--- src/rtl/fma_stream_pkg.sv ---
// Shared types and sizing helpers for the FMA stream adapter.
// Result entries are sized for the widest supported configuration.
package fma_stream_pkg;

  localparam int MaxDataWidth = 32;
  localparam int MaxTagWidth  = 16;

  typedef struct packed {
    logic [MaxDataWidth-1:0] result;
    logic [MaxTagWidth-1:0]  tag;
  } result_entry_t;

  // Counter must represent 0..depth inclusive.
  function automatic int cnt_width(input int depth);
    return $clog2(depth + 1);
  endfunction

  function automatic int ptr_width(input int depth);
    return (depth > 1) ? $clog2(depth) : 1;
  endfunction

endpackage

--- src/rtl/fma_result_fifo.sv ---
// Result buffer: circular FIFO of result entries, any depth.
// Push while full is accepted only when a pop happens in the same cycle.
module fma_result_fifo
  import fma_stream_pkg::*;
#(
  parameter int Depth = 3,
  localparam int CntW = cnt_width(Depth),
  localparam int PtrW = ptr_width(Depth)
) (
  input  logic          clk,
  input  logic          rst,
  input  logic          push,
  input  result_entry_t wdata,
  input  logic          pop,
  output result_entry_t rdata,
  output logic          full,
  output logic          empty,
  output logic [CntW-1:0] count
);

  result_entry_t   mem [Depth];
  logic [PtrW-1:0] wr_ptr;
  logic [PtrW-1:0] rd_ptr;
  logic            do_push;
  logic            do_pop;

  function automatic logic [PtrW-1:0] next_ptr(
    input logic [PtrW-1:0] p
  );
    if (p == PtrW'(Depth - 1)) begin
      return '0;
    end
    return p + PtrW'(1);
  endfunction

  assign full    = (count == CntW'(Depth));
  assign empty   = (count == '0);
  assign do_pop  = pop && !empty;
  assign do_push = push && (!full || do_pop);
  assign rdata   = mem[rd_ptr];

  always_ff @(posedge clk) begin
    if (rst) begin
      wr_ptr <= '0;
      rd_ptr <= '0;
      count  <= '0;
    end else begin
      if (do_push) begin
        wr_ptr <= next_ptr(wr_ptr);
      end
      if (do_pop) begin
        rd_ptr <= next_ptr(rd_ptr);
      end
      unique case ({do_push, do_pop})
        2'b10:   count <= count + CntW'(1);
        2'b01:   count <= count - CntW'(1);
        default: count <= count;
      endcase
    end
  end

  // Storage is deliberately left out of reset.
  always_ff @(posedge clk) begin
    if (do_push && !rst) begin
      mem[wr_ptr] <= wdata;
    end
  end

endmodule

--- src/rtl/fma_stream_adapter.sv ---
// Valid/ready wrapper around a fixed-latency FMA core.
// Credits cover in-flight ops plus buffered results, so the FIFO never overflows.
module fma_stream_adapter
  import fma_stream_pkg::*;
#(
  parameter int DataWidth = 32,
  parameter int Latency   = 1,
  parameter int TagWidth  = 4,
  parameter int FifoDepth = Latency + 2
) (
  input  logic                 clk_i,
  input  logic                 rst_i,
  input  logic                 in_valid_i,
  output logic                 in_ready_o,
  input  logic [DataWidth-1:0] in_a_i,
  input  logic [DataWidth-1:0] in_b_i,
  input  logic [DataWidth-1:0] in_c_i,
  input  logic                 in_neg_a_i,
  input  logic                 in_neg_c_i,
  input  logic [TagWidth-1:0]  in_tag_i,
  output logic [DataWidth-1:0] fma_a_o,
  output logic [DataWidth-1:0] fma_b_o,
  output logic [DataWidth-1:0] fma_c_o,
  output logic                 fma_neg_a_o,
  output logic                 fma_neg_c_o,
  input  logic [DataWidth-1:0] fma_result_i,
  output logic                 out_valid_o,
  input  logic                 out_ready_i,
  output logic [DataWidth-1:0] out_result_o,
  output logic [TagWidth-1:0]  out_tag_o
);

  localparam int CntW = cnt_width(FifoDepth);
  localparam int SumW = cnt_width(FifoDepth + Latency);

  if (Latency < 1 || Latency > 6) begin : g_bad_latency
    $error("fma_stream_adapter: Latency must be 1..6");
  end
  if (FifoDepth < Latency + 1) begin : g_bad_depth
    $error("fma_stream_adapter: FifoDepth must be >= Latency+1");
  end
  if (DataWidth != 16 && DataWidth != 32) begin : g_bad_width
    $error("fma_stream_adapter: DataWidth must be 16 or 32");
  end
  if (TagWidth < 1 || TagWidth > MaxTagWidth) begin : g_bad_tag
    $error("fma_stream_adapter: TagWidth out of range");
  end

  logic                issue;
  logic [Latency-1:0]  sr_vld;
  logic [TagWidth-1:0] sr_tag [Latency];
  logic [SumW-1:0]     inflight;
  logic [CntW-1:0]     fifo_count;
  logic                fifo_full;
  logic                fifo_empty;
  result_entry_t       wr_entry;
  result_entry_t       rd_entry;
  logic                unused_bits;

  assign fma_a_o     = in_a_i;
  assign fma_b_o     = in_b_i;
  assign fma_c_o     = in_c_i;
  assign fma_neg_a_o = in_neg_a_i;
  assign fma_neg_c_o = in_neg_c_i;

  // Only registered state feeds the credit check.
  assign in_ready_o = (inflight + SumW'(fifo_count)) < SumW'(FifoDepth);
  assign issue      = in_valid_i && in_ready_o;

  always_ff @(posedge clk_i) begin
    if (rst_i) begin
      sr_vld <= '0;
    end else begin
      sr_vld[0] <= issue;
      for (int i = 1; i < Latency; i++) begin
        sr_vld[i] <= sr_vld[i-1];
      end
    end
  end

  always_ff @(posedge clk_i) begin
    sr_tag[0] <= in_tag_i;
    for (int i = 1; i < Latency; i++) begin
      sr_tag[i] <= sr_tag[i-1];
    end
  end

  always_comb begin
    inflight = '0;
    for (int i = 0; i < Latency; i++) begin
      inflight = inflight + SumW'(sr_vld[i]);
    end
  end

  always_comb begin
    wr_entry = '0;
    wr_entry.result[DataWidth-1:0] = fma_result_i;
    wr_entry.tag[TagWidth-1:0]     = sr_tag[Latency-1];
  end

  fma_result_fifo #(
    .Depth (FifoDepth)
  ) u_fifo (
    .clk   (clk_i),
    .rst   (rst_i),
    .push  (sr_vld[Latency-1]),
    .wdata (wr_entry),
    .pop   (out_ready_i),
    .rdata (rd_entry),
    .full  (fifo_full),
    .empty (fifo_empty),
    .count (fifo_count)
  );

  assign out_valid_o  = !fifo_empty;
  assign out_result_o = rd_entry.result[DataWidth-1:0];
  assign out_tag_o    = rd_entry.tag[TagWidth-1:0];
  assign unused_bits  = ^{rd_entry, fifo_full};

endmodule
--- config.mk ---
export PLATFORM = sky130hd
export DESIGN_NAME = fma_stream_adapter
export DESIGN_NICKNAME = d
export VERILOG_FILES = /design/src/rtl/fma_stream_pkg.sv /design/src/rtl/fma_result_fifo.sv /design/src/rtl/fma_stream_adapter.sv
export SDC_FILE = /design/constraint.sdc
export NUM_CORES = 1
export LEC_CHECK = 0
export ABC_CLOCK_PERIOD_IN_PS = 6750
export CAP_MARGIN = 20
export CORE_ASPECT_RATIO = 1.25
export CORE_MARGIN = 2
export CORE_UTILIZATION = 30
export CTS_CLUSTER_DIAMETER = 60
export DETAILED_ROUTE_END_ITERATION = 16
export PLACE_DENSITY = 0.64
export SLEW_MARGIN = 20
export SYNTH_ARGS = -nofsm -noshare
export SYNTH_HDL_FRONTEND = slang
export SYNTH_HIERARCHICAL = 1
export SYNTH_SLANG_ARGS = --single-unit
--- constraint.sdc ---
create_clock -name clk_i -period 6.75 [get_ports clk_i]
set_input_delay 1.35 -clock clk_i [delete_from_list [all_inputs] [get_ports clk_i]]
set_output_delay 1.35 -clock clk_i [all_outputs]
set_load 0.01 [all_outputs]
==> results by group <==
Outcome
  – Status: complete, no violations

Route
  – Vias/cell: 4.35
  – Initial DRT Pass Iterations: 4
  – DRT Wirelength: 14.9 mm
  – Routed len/inst: 25.0 um
  – Vias post-DR: 2591
  – Routed Antenna Nets: 0
  – Initial DRC Count: 129
  – DRC Markers: 0

Power and ir drop
  – Maximum VDD drop: 0.187 mV
  – P_sw: 482 uW
  – Clock Power Share: 0.443
  – Final Total Pwr: 2.15 mW
  – Sequential Power Share: 0.409
  – Internal cell power: 1.67 mW
  – Static leakage: 1.98 nW
  – PwrDens: 350 nW/um^2
  – Switching share of total power: 0.224
  – Logic gate share of total power: 0.149

Logic synthesis
  – Avg Inst Size Synth: 13.9 um^2
  – Synthesized instance count: 375
  – Post-Syn Nets: 516
  – Syn Std Cell Area: 5210 um^2
  – Synth warn: 6

Timing
  – Fmax: 258 MHz
  – Period minus WS final: 3.88 ns
  – RSZ-0062 raised after global routing: no
  – WHS: 0.460 ns
  – Setup WS post-layout: 2.87 ns
  – Worst-margin pin slew: 0.762 ns
  – Final hold violation count: 0
  – Setup TNS: 0 ns
  – Slew margin rel.: 0.490
  – Final worst path period share: 0.574
  – Final-report max-slew violation count: 0
  – Clock Skew: 0.00532 ns
  – Final setup fails: 0

Layout
  – P&R area growth vs syn: 18.2%
  – Ratio of cells with drive above 1 in the final layout: 0.109
  – Final core utilization: 0.364
  – Fin cells: 595
  – Most common cell after layout, fill and taps aside: edfxtp_1
  – # diodes: 0
  – Nets@finish: 503
  – Most frequent cells in the layout: edfxtp_1, clkdlybuf4s50_1, mux2i_1, nand2_1, o21ai_0
  – Final instance area: 6160 um^2

Worst setup path
  – Crit end category: output port
  – Crit path kind: flip-flop to output port
  – CP Launch Type: flip-flop
  – CP Max Fanout: 23
  – Worst EP required: 5.40 ns
  – Crit path DAT: 2.53 ns
  – R2R Path Start: u_fifo/count[0]

Global routing
  – Initial antenna violation count: 0
  – Largest net degree at the start of global routing: 73
  – Met3 usage: 0.188
  – Met1 Usage GRT: 0.117
  – Gr busiest metal: met2
  – GR Util met2: 0.233
  – Vias in the first global route: 2683
  – GR Overflow Total: 0
  – GR Util All Layers: 0.156
  – First-pass GRT wire length: 19.3 mm

Floorplan
  – Chip height: 151 um
  – Rows: 53
  – Core area: 16900 um^2
  – Starting density of the core: 0.308
  – Die W: 122 um
  – IO Pins: 274
  – DIE AREA: 18400 um^2

Flow run
  – Total of max-cap violations: 0

Clock network
  – # H-tree levels: 4
  – Clock Sinks: 121
  – Clock transition at path regs: 0.05 ns
  – Hold buffer count at cts: 0
  – Worst-case clock buffer depth: 2
  – Setup Fix Bufs, Post-CTS: 0
  – Num CTS Buffers: 17
  – CTS tree: done
  – Clock root buffer master: clkbuf_16
  – Skew-Pair Late Insertion Delay: 0.40 ns
  – Post-CTS Resized: 0

Placement
  – Area after DPL: 5490 um^2
  – Gp weighted congestion: 0.792
  – DP Wirelength: 11.7 mm
  – Placed insts: 562
  – # port buffers: 77
  – Setup WS pre-CTS: 2.64 ns

Min path
  – Min-delay src: sr_tag[0][0]
  – Worst hold path type: flip-flop to flip-flop
critical path, cell delays in order (launching register included):
cell and delay, ns:
dfxtp_2 0.60, buf_4 0.46, mux2i_1 0.13, o21ai_0 0.29, clkdlybuf4s50_1 0.62
metal layers:
metal | up-vias | share of wire
li1 | 1203 | -
met1 | 1188 | 0.26
met2 | 151 | 0.45
met4 | 0 | 0.033
met5 | - | 0
met3 | 49 | 0.26
final timing paths:
| path | slack (ns) | cells after the start | end |
|---|---|---|---|
| max | 2.87 | 4 | out_result_o[12] |
| min | 0.46 | 0 | u_fifo/mem[1][0] |
| max reg2reg | 4.50 | 4 | u_fifo/mem[1][30] |
| min reg2reg | 0.46 | 0 | u_fifo/mem[1][0] |
power by group through the flow:
stage               sequential [mW]  clock (mW)  combinational, mW
global route                  0.886        1.00              0.344
floorplan                     0.874           0              0.236
finish                        0.880       0.953              0.320
global placement              0.894           0              0.315
CTS                           0.882       0.973              0.323
detailed placement            0.896           0              0.320
flip-flops by register name (all words and copies together), names as in the netlist, named ones only:
name           flops
sr_tag             4
u_fifo/count       2
sr_vld             1
u_fifo/wr_ptr      2
u_fifo/rd_ptr      2
u_fifo/mem       108
area by class of cell:
type / count / area, um^2
Fill cell: 1603 / 10800
Sequential cell: 121 / 3510
Multi-Input combinational cell: 137 / 902
Timing Repair Buffer: 82 / 828
Clock buffer: 17 / 425
Tap cell: 220 / 275
Clock inverter: 15 / 206
Inverter: 3 / 11.3
(Power assumes the default switching activity.)
